===== src/rtl/uart_frame_timer.sv =====
// UART frame timer: programmable bit period, per-bit mid/end strobes, bit index/type, frame-done pulse.
// Optional oversample tick output (os_tick) enabled by defining UART_FRAME_OVS_EN.
module uart_frame_timer #(
   parameter int CNT_W   = 16,
   parameter int MIN_DIV = 2
) (
   input  logic             clk,
   input  logic             rst_n,
   input  logic             start,
   input  logic             abort,
   input  logic [CNT_W-1:0] baud_div,
   input  logic [1:0]       data_bits,
   input  logic             parity_en,
   input  logic             stop2,
   output logic             busy,
   output logic             bit_mid,
   output logic             bit_end,
   output logic             frame_done,
   output logic [3:0]       bit_idx,
   output logic [1:0]       bit_type
`ifdef UART_FRAME_OVS_EN
   ,
   output logic             os_tick
`endif
);

   // state | meaning
   // IDLE  | waiting for start, outputs quiet
   // RUN   | timing bits of the current frame
   localparam logic [0:0] ST_IDLE = 1'b0;
   localparam logic [0:0] ST_RUN  = 1'b1;

   localparam logic [CNT_W-1:0] MIN_DIV_C = CNT_W'(MIN_DIV);

   logic [0:0]       state_q, state_d;
   logic [CNT_W-1:0] cnt_q, cnt_d;
   logic [CNT_W-1:0] per_q, per_d;
   logic [3:0]       idx_q, idx_d;
   logic [1:0]       dbits_q, dbits_d;
   logic             par_q, par_d;
   logic             stop2_q, stop2_d;
   logic             mid_q, mid_d;
   logic             end_q, end_d;
   logic             done_q, done_d;

   logic [CNT_W-1:0] div_clamp;
   logic [3:0]       last_idx;
   logic [3:0]       last_data;
   logic             wrap;
   logic             run;

   assign div_clamp = (baud_div < MIN_DIV_C) ? MIN_DIV_C : baud_div;
   assign last_data = 4'd5 + {2'b00, dbits_q};
   assign last_idx  = last_data + {3'b000, par_q} + 4'd1 + {3'b000, stop2_q};
   assign wrap      = (cnt_q == per_q);
   assign run       = (state_q == ST_RUN);

   always_comb begin
      state_d = state_q;
      cnt_d   = cnt_q;
      per_d   = per_q;
      idx_d   = idx_q;
      dbits_d = dbits_q;
      par_d   = par_q;
      stop2_d = stop2_q;
      mid_d   = 1'b0;
      end_d   = 1'b0;
      done_d  = 1'b0;
      case (state_q)
         ST_IDLE: begin
            if (start && !abort) begin
               state_d = ST_RUN;
               per_d   = div_clamp;
               dbits_d = data_bits;
               par_d   = parity_en;
               stop2_d = stop2;
               cnt_d   = '0;
               idx_d   = '0;
            end
         end
         default: begin
            mid_d = (cnt_q == (per_q >> 1));
            end_d = wrap;
            if (wrap) begin
               cnt_d = '0;
               idx_d = idx_q + 4'd1;
            end else begin
               cnt_d = cnt_q + 1'b1;
            end
            if (wrap && (idx_q == last_idx)) begin
               // an abort landing on the final wrap still gets its bit_end, but not frame_done
               done_d  = !abort;
               state_d = ST_IDLE;
               idx_d   = '0;
            end
            if (abort) begin
               state_d = ST_IDLE;
               cnt_d   = '0;
               idx_d   = '0;
            end
         end
      endcase
   end

   always_ff @(posedge clk or negedge rst_n) begin
      if (!rst_n) begin
         state_q <= ST_IDLE;
         cnt_q   <= '0;
         per_q   <= '0;
         idx_q   <= '0;
         dbits_q <= '0;
         par_q   <= 1'b0;
         stop2_q <= 1'b0;
         mid_q   <= 1'b0;
         end_q   <= 1'b0;
         done_q  <= 1'b0;
      end else begin
         state_q <= state_d;
         cnt_q   <= cnt_d;
         per_q   <= per_d;
         idx_q   <= idx_d;
         dbits_q <= dbits_d;
         par_q   <= par_d;
         stop2_q <= stop2_d;
         mid_q   <= mid_d;
         end_q   <= end_d;
         done_q  <= done_d;
      end
   end

   always_comb begin
      bit_type = 2'd3;
      if (idx_q == 4'd0)
         bit_type = 2'd0;
      else if (idx_q <= last_data)
         bit_type = 2'd1;
      else if (par_q && (idx_q == last_data + 4'd1))
         bit_type = 2'd2;
   end

   assign busy       = run;
   assign bit_mid    = mid_q;
   assign bit_end    = end_q;
   assign frame_done = done_q;
   assign bit_idx    = idx_q;

`ifdef UART_FRAME_OVS_EN
   logic [CNT_W-1:0] sub_q, sub_d;
   logic             tick_q, tick_d;
   logic [CNT_W:0]   p_full;
   logic [CNT_W:0]   s_full;
   logic [CNT_W:0]   s_m1;

   // S = max(P>>4, 1); sub-counter runs 0..S-1
   assign p_full = {1'b0, per_q} + 1'b1;
   assign s_full = p_full >> 4;
   assign s_m1   = (s_full == '0) ? '0 : s_full - 1'b1;

   always_comb begin
      sub_d  = '0;
      tick_d = 1'b0;
      if (run && !abort) begin
         tick_d = ({1'b0, sub_q} == s_m1);
         if (wrap || tick_d)
            sub_d = '0;
         else
            sub_d = sub_q + 1'b1;
      end else if (run) begin
         tick_d = ({1'b0, sub_q} == s_m1);
      end
   end

   always_ff @(posedge clk or negedge rst_n) begin
      if (!rst_n) begin
         sub_q  <= '0;
         tick_q <= 1'b0;
      end else begin
         sub_q  <= sub_d;
         tick_q <= tick_d;
      end
   end

   assign os_tick = tick_q;
`endif

endmodule

===== config.mk =====
export PLATFORM = sky130hd
export DESIGN_NAME = uart_frame_timer
export DESIGN_NICKNAME = d
export VERILOG_FILES = /design/src/rtl/uart_frame_timer.sv
export SDC_FILE = /design/constraint.sdc
export NUM_CORES = 1
export LEC_CHECK = 0
export CAP_MARGIN = 20
export CORE_UTILIZATION = 35
export DETAILED_ROUTE_END_ITERATION = 8
export PLACE_DENSITY = 0.64
export SYNTH_ARGS = -nofsm -noshare
export SYNTH_HDL_FRONTEND = slang
export SYNTH_SLANG_ARGS = --single-unit

===== constraint.sdc =====
create_clock -name clk -period 6.2 [get_ports clk]
set_input_delay 0.62 -clock clk [delete_from_list [all_inputs] [get_ports clk]]
set_output_delay 0.62 -clock clk [all_outputs]
set_load 0.02 [all_outputs]

* Word level (Yosys, flattened, before mapping) *
Index checks and enable logic that the tools add are counted.

operators by class
  mux-type cells = 21
  magnitude comparators = 2
  bitwise logic cells = 1
  add/subtract/negate cells = 7
  reductions and logical operators = 8
  equality and inequality tests = 5

operators by type and width
  kind                                                         count
  two-way mux 16 bit                                           5
  two-way mux 4 bit                                            5
  adder 16 x 1 -> 16 bit, second input constant                1
  == test 16 x 15 -> 1 bit                                     1
  == test 16 bit                                               1
  less-than comparator 16 x 2 -> 1 bit, second input constant  1
  adder 4 x 1 -> 4 bit, second input constant                  3
  two-way mux 1 bit                                            9
  adder 4 x 1 -> 4 bit                                         2
  == test 4 bit                                                2
  adder 3 x 2 -> 4 bit, first input constant                   1
  <= comparator 4 bit                                          1
  logical NOT 4 bit                                            1
  two-way mux 2 bit                                            2
  inequality test 4 x 2 -> 1 bit, second input constant        1
  AND reduction 2 bit                                          2
  logical AND 1 bit                                            3
  nonzero test 2 bit                                           1
  logical NOT 1 bit                                            1
  NOT 1 bit                                                    1

word-level totals
  bits of input ports = 24
  bits in registers = 44
  output and inout bits = 10
  logic and storage cells = 54

* Longest topological paths before layout *
Gate-level depths: netlist (run 1).

  depth in word-level cells = 9
  mapped depth = 11
  gate-level depth less buffers = 11

* Least setup slack after synthesis (run 1) *
Ideal clock, no wire load.

  path type = register -> output
  start = register idx_q[0] (netlist: bit_idx[0])
  end = output bit_type[0]
  setup slack = 3.452 ns
  arrival = 2.128 ns
  buffers on the path = 0
  stages on the path, launching flop included = 9
  data required time = 5.580 ns
  path through = dfrtp_1 inv_1 ha_1 nor2_1 maj3_1 a21oi_1 nor2b_1 o21ai_0 a2bb2oi_1

on the way
  word-level cells in the longest chain between the ends = 5
  elaborated cells between the ends (all ways) = 7
  those cells by class = order compare: 1; eq/ne: 1; mux: 3; reduce/logical: 2

RTL lines
  what                    RTL line  text
  start, declared         38        logic [3:0] idx_q, idx_d;
  start signal, assigned  121       idx_q <= idx_d;
  == test 4 bit           137       else if (par_q && (idx_q == last_data + 4'd1))
  logical AND 1 bit       137
  two-way mux 1 bit       137
  two-way mux 2 bit       135       else if (idx_q <= last_data)
  two-way mux 2 bit *     133       if (idx_q == 4'd0)
  end, declared           20        output logic [1:0] bit_type

Mark *: on every way between the ends. The rest lies on a longest branch, timed or not.

* Worst setup path after layout (run 1) *
Same ends and word-level chain as after synthesis.

==> impl_metrics.yaml, run 1 <==
sta:
  slew_headroom_pct: 59.6
  drv_slew: 0
  tns_ns: 0
  hold_viol: 0
  fmax_ghz: 0.291
  worstMarginPinSlew_ns: 0.605
  fin_ws_ns: 2.76
  setup_viol: 0
  rsz0062_at_grt: "no"
  post-route-period-util_pct: 55.5
  finalWorstPathRequiredPeriod_ns: 3.44
  skew_ns: 0.00736
final_layout:
  multi_input_area_um2: 1490
  diodes: 0
  nNetsFinal: 325
  nFillCells: 727
  syn_to_final_growth_pct: 19.1
  stdcell_count: 389
  layout.area.seq_um2: 1100
  layout-drive-gt1-share_pct: 12.4
clock_network:
  clk_latency_ns: 0.30
  ctsResizeCount: 0
  cts_sinks: 44
  cts_made_buffers: 5
  cts_tree: "yes"
  htreeDepth: 2
  post_cts_buffers: 0
  clockBufferDepth: 2
  path_clk_slew_ns: 0.08
  cts_hold_buffers: 0
  cts_root_buf: "clkbuf_8"
detailed_routing:
  routedWlPerCell_um: 14.6
  drc_errors: 0
  vias: 1951
  vias_per_cell: 5.02
  ant_nets: 0
  initialDrtViolationCount: 75
  drtPass1Iterations: 4
  finalWirelength_um: 5690
power_and_ir_drop:
  ir_worst_vdd_v: 0.000137
  power_leakage_uw: 0.00134
  p_per_area_nw_per_um2: 255
  power_uw: 821
placement:
  hpwl_um: 4360
  placed_cells: 380
  dpl_worst_slack_ns: 3.09
  gp_congestion: 0.817
  io_buffer_count: 33
worst_setup_path:
  cp-startpoint: "bit_idx[0]"
  worstSetupPathType: "flip-flop to output pin"
  reg2reg_from: "dbits_q[0]"
  crit_arrival_ns: 2.82
  cp-start-kind: "flip-flop"
  worstSetupEndpointType: "output pin"
  crit_slowest_cell: "clkdlybuf4s50_1"
  cp_slowest_stage_delay_ns: 0.62
  worstPathRequired_ns: 5.58
  path_cells: "inv_1, ha_1, nor2_1, maj3_1, a21oi_1, nor2b_1, o21ai_0, a2bb2oi_1, clkdlybuf4s50_1"
  critical_path.max_fanout: 7
grt:
  grt_use_met3_pct: 3.13
  grt_antenna_before_repair: 0
  grt_pass1_vias: 1953
  grt_max_degree: 45
  track_usage_pct: 15.0
  grt.busiest_layer: "met2"
  grt_pass1_wl_um: 9670
  gr-total-overflow: 0
  grtUsageMet1_pct: 20.8
  grt_use_met2_pct: 23.8
floorplanning:
  die_area_um2: 8070
  core_um2: 7370
  fp.dieW_um: 89.8
  start_util_pct: 36.6
  fp.dieH_um: 89.8
  num_io_pins: 34
  num_rows: 31
yosys:
  synth_nets: 294
  async_flop_share_pct: 100
  syn_area_per_cell_um2: 10.5
  seq_area_frac_synth_pct: 40.8
  synth-edff-count: 0
  ys_ff_latch: 44
  synth_cells: 258
  ys_warn_count: 0
  yosys_most_used_dff: "dfrtp_1"
  synth_cell_types: 46
  syn_area_um2: 2700
run:
  drv_cap: 0
status:
  outcome: "completed"
worst_hold_path:
  hold_path_class: "input port to async pin"
path summary, 6_finish.rpt:
path	depth (start not counted)	slack (ns)	end
min in group clk	1	0.54	stop2_q
worst min-delay path	1	0.13	cnt_q[12]
worst max-delay path	9	2.76	bit_type[0]
max in group asynchronous	2	5.63	per_q[12]
worst max register to register	10	3.75	bit_idx[2]
worst min register to register	1	0.54	stop2_q
worst max-delay path, delay by kind of cell, from the launching register on:
family | cells | cell delay (ns)
compound gates | 3 | 0.54
buf+inv | 2 | 0.72
simple gates | 2 | 0.11
flops | 1 | 0.46
fa+ha+maj | 2 | 0.68
synthesized netlist by cell type, drive strengths merged, types with 4 or more instances:
cell     n  area share, %
a21oi    4            1.2
buf      8            2.3
dfrtp   44             41
ha      12            5.6
inv      9            1.3
mux2    16            6.7
nand2   16            2.2
nand2b   4           0.93
nand3    9            1.7
nand4    9            2.3
nor2    21            2.9
nor3     6            1.1
nor4     8            3.4
o21ai   11            2.0
xnor2   17            5.5
xor2    34             11
final cells by class:
class,instances,area share [%]
repair buffers,35,11.0
clock inverters,3,1.32
multi-input cells,194,46.4
inverters,9,1.05
flip-flops and latches,44,34.3
clock buffers,5,2.14
well taps,99,3.85
registers in the layout (all words and copies together) (netlist names):
register and flops:
par_q 1, bit_end 1, per_q 16, dbits_q 2, bit_mid 1, stop2_q 1
cnt_q 16, busy 1, bit_idx 4, frame_done 1
layer usage:
metal / up-vias / part of all wire [%]
met1: 947 / 48
met3: 7 / 4.4
met5: - / 0
met4: 0 / 1.3
met2: 39 / 46
li1: 958 / -
power breakdown:
group	internal, uW	switching [uW]
clock network	119	101
registers	319	38.6
logic	118	125
cell families after synthesis:
logic type               count (synthesis)  share of synthesized area [%]
AND/OR/NAND/NOR                         84                           17.7
XOR/XNOR                                51                           16.6
flip-flops                              44                           40.8
AO/OA/AOI/OAI                           30                           8.44
buffers and inverters                   20                           3.94
multiplexers                            16                           6.68
adder cells (fa/ha/maj)                 13                           5.93
placed cells by master, fill, tap and decap left out, types with 4 or more instances in the layout:
cell type	n
clkbuf_8	5
clkdlybuf4s50_1	32
dfrtp_1	44
ha_1	12
inv_1	9
mux2_2	16
nand2_1	16
nand2b_1	4
nand3_1	9
nand4_1	8
nor2_1	21
nor3_1	6
nor4_1	4
o21ai_0	10
xnor2_1	17
xor2_1	34
stage by stage:
step / hold slack [ns] / cell area [um2] / utilization [%]
after detailed placement: 0.516 / 3080 / 41.8
after global placement: 0.514 / 3080 / 41.8
after CTS: 0.521 / 3190 / 43.3
after global routing: 0.130 / 3210 / 43.6
after floorplan: 0.324 / 2700 / -
final: 0.134 / 3210 / 43.6
Power figures use the tool's default switching activity.
==> run 2: changes to the inputs <==
==> constraint.sdc (replaced) <==
create_clock -name clk -period 3.2 [get_ports clk]
set_input_delay 0.32 -clock clk [delete_from_list [all_inputs] [get_ports clk]]
set_output_delay 0.32 -clock clk [all_outputs]
set_load 0.02 [all_outputs]
==> run 2 against run 1 <==
Against the previous run:
- design area up 2.1%
- total power up 110%
- first-iteration DRC count up 41%
- sequential cell count unchanged
- sequential share of layout area down 0.65 points
- largest cell class unchanged
==> impl_metrics.yaml, run 2 (same netlist as run 1, synthesis figures left out) <==
worst_setup_path:
  crit_buf_inv: 2
  cp-start-kind: "flip-flop"
  crit_arrival_ns: 2.59
  worstRegToRegCells: 10
  crit_slowest_cell: "clkdlybuf4s50_1"
  path_cells: "inv_1, ha_1, maj3_1, a21oi_1, nor2b_1, o21ai_0, a21oi_1, clkdlybuf4s50_1"
  critPathTopFamily: "adder cells"
  critical_path.max_fanout: 6
  worstPathRequired_ns: 2.88
  worstSetupEndpointType: "output pin"
  cpMostUsedCell: "a21oi_1"
  cp_slowest_stage_delay_ns: 0.54
  crit_cells: 8
  worstSetupPathType: "flip-flop to output pin"
sta:
  fmax_ghz: 0.344
  tns_ns: 0
  hold-worst-slack_ns: 0.00124
  setup_viol: 0
  drv_slew: 0
  post-route-period-util_pct: 91.0
  hold_viol: 0
  fin_ws_ns: 0.289
  finalWorstPathRequiredPeriod_ns: 2.91
  skew_ns: 0.00529
  worstMarginPinSlew_ns: 0.564
  slew_headroom_pct: 62.4
  rsz0062_at_grt: "no"
grt:
  gr-total-overflow: 0
  grt_antenna_before_repair: 0
  track_usage_pct: 15.3
  grt_max_degree: 45
  grt_pass1_wl_um: 9860
  grt_pass1_vias: 1999
floorplanning:
  die_area_um2: 8070
  fp.dieW_um: 89.8
  start_util_pct: 36.6
  num_io_pins: 34
  core_um2: 7370
  fp.dieH_um: 89.8
  num_rows: 31
power_and_ir_drop:
  p_per_area_nw_per_um2: 536
  power_leakage_uw: 0.00138
  ir_worst_vdd_v: 0.000222
detailed_routing:
  vias_per_cell: 4.98
  ant_nets: 0
  drtPass1Iterations: 4
  initialDrtViolationCount: 106
  vias: 1941
  finalWirelength_um: 5780
  routedWlPerCell_um: 14.8
  drc_errors: 0
status:
  outcome: "completed"
final_layout:
  layout.area.seq_um2: 1100
  layout-drive-gt1-share_pct: 13.1
  final_cell_area_um2: 3280
  nFillCells: 743
  multi_input_area_um2: 1490
  syn_to_final_growth_pct: 21.6
  post-route-util_pct: 44.5
  diodes: 0
  final_common_cell: "dfrtp_1"
  layout_common_cells: "dfrtp_1 (43), xor2_1 (34), clkdlybuf4s50_1 (31)"
  nNetsFinal: 326
placement:
  placed_cell_area_um2: 3090
  dpl_worst_slack_ns: 0.369
  gp_congestion: 0.827
  io_buffer_count: 33
  hpwl_um: 4330
worst_hold_path:
  hold_path_class: "input port to async pin"
clock_network:
  ctsResizeCount: 0
  cts_root_buf: "clkbuf_8"
  clk_latency_ns: 0.30
  cts_tree: "yes"
  path_clk_slew_ns: 0.09
  post_cts_buffers: 0
  cts_sinks: 44
  htreeDepth: 2
  cts_made_buffers: 5
  cts_hold_buffers: 0
  clockBufferDepth: 2
run:
  drv_cap: 0
==> run 2: final timing paths <==
| check | start | end | slack (ns) |
|---|---|---|---|
| setup / recovery | dbits_q[0] | bit_type[1] | 0.29 |
| max in group asynchronous | rst_n | per_q[8] | 2.70 |
| min in group clk | stop2_q | stop2_q | 0.54 |
| hold reg to reg | stop2_q | stop2_q | 0.54 |
| hold / removal | rst_n | bit_idx[2] | 0.001 |
| setup reg to reg | dbits_q[0] | bit_idx[2] | 0.72 |
==> run 2: per-layer routing <==
metal	part of all wire, %	GRT usage [%]
met1	50	21.9
met2	45	22.9
met3	3.9	3.21
met4	1.4	4.78
met5	0	0
==> run 2: power by group <==
group / total [uW] / internal (uW) / switching (uW)
combinational: 471 / 231 / 240
sequential: 694 / 618 / 76.2
clock: 592 / 390 / 201
==> run 2: per-stage QoR <==
| step | power, uW | cells |
|---|---|---|
| 6_report | 1760 | 390 |
| 4_1_cts | 1760 | 389 |
| 3_3_place_gp | 1160 | 381 |
| 3_5_place_dp | 1170 | 381 |
| 2_1_floorplan | 1040 | 258 |
| 5_1_grt | 1850 | 390 |
==> run 2: final cells by class <==
class                      count  area share (%)
clock buffer                   5            2.10
timing repair buffer          36            11.3
tap                           99            3.78
clock inverter                 3            2.75
inverter                       9            1.03
multi-input combinational    194            45.5
sequential                    44            33.6
==> run 3: changes to the inputs <==
--- a/config.mk
+++ b/config.mk
@@ -7,8 +7,10 @@
 export LEC_CHECK = 0
 export CAP_MARGIN = 20
 export CORE_UTILIZATION = 35
+export CTS_CLUSTER_DIAMETER = 60
 export DETAILED_ROUTE_END_ITERATION = 8
 export PLACE_DENSITY = 0.64
+export SKIP_CTS_REPAIR_TIMING = 1
 export SYNTH_ARGS = -nofsm -noshare
 export SYNTH_HDL_FRONTEND = slang
 export SYNTH_SLANG_ARGS = --single-unit
==> results of run 3 <==
The final DEF is identical to that of run 2; final timing and power are the same.
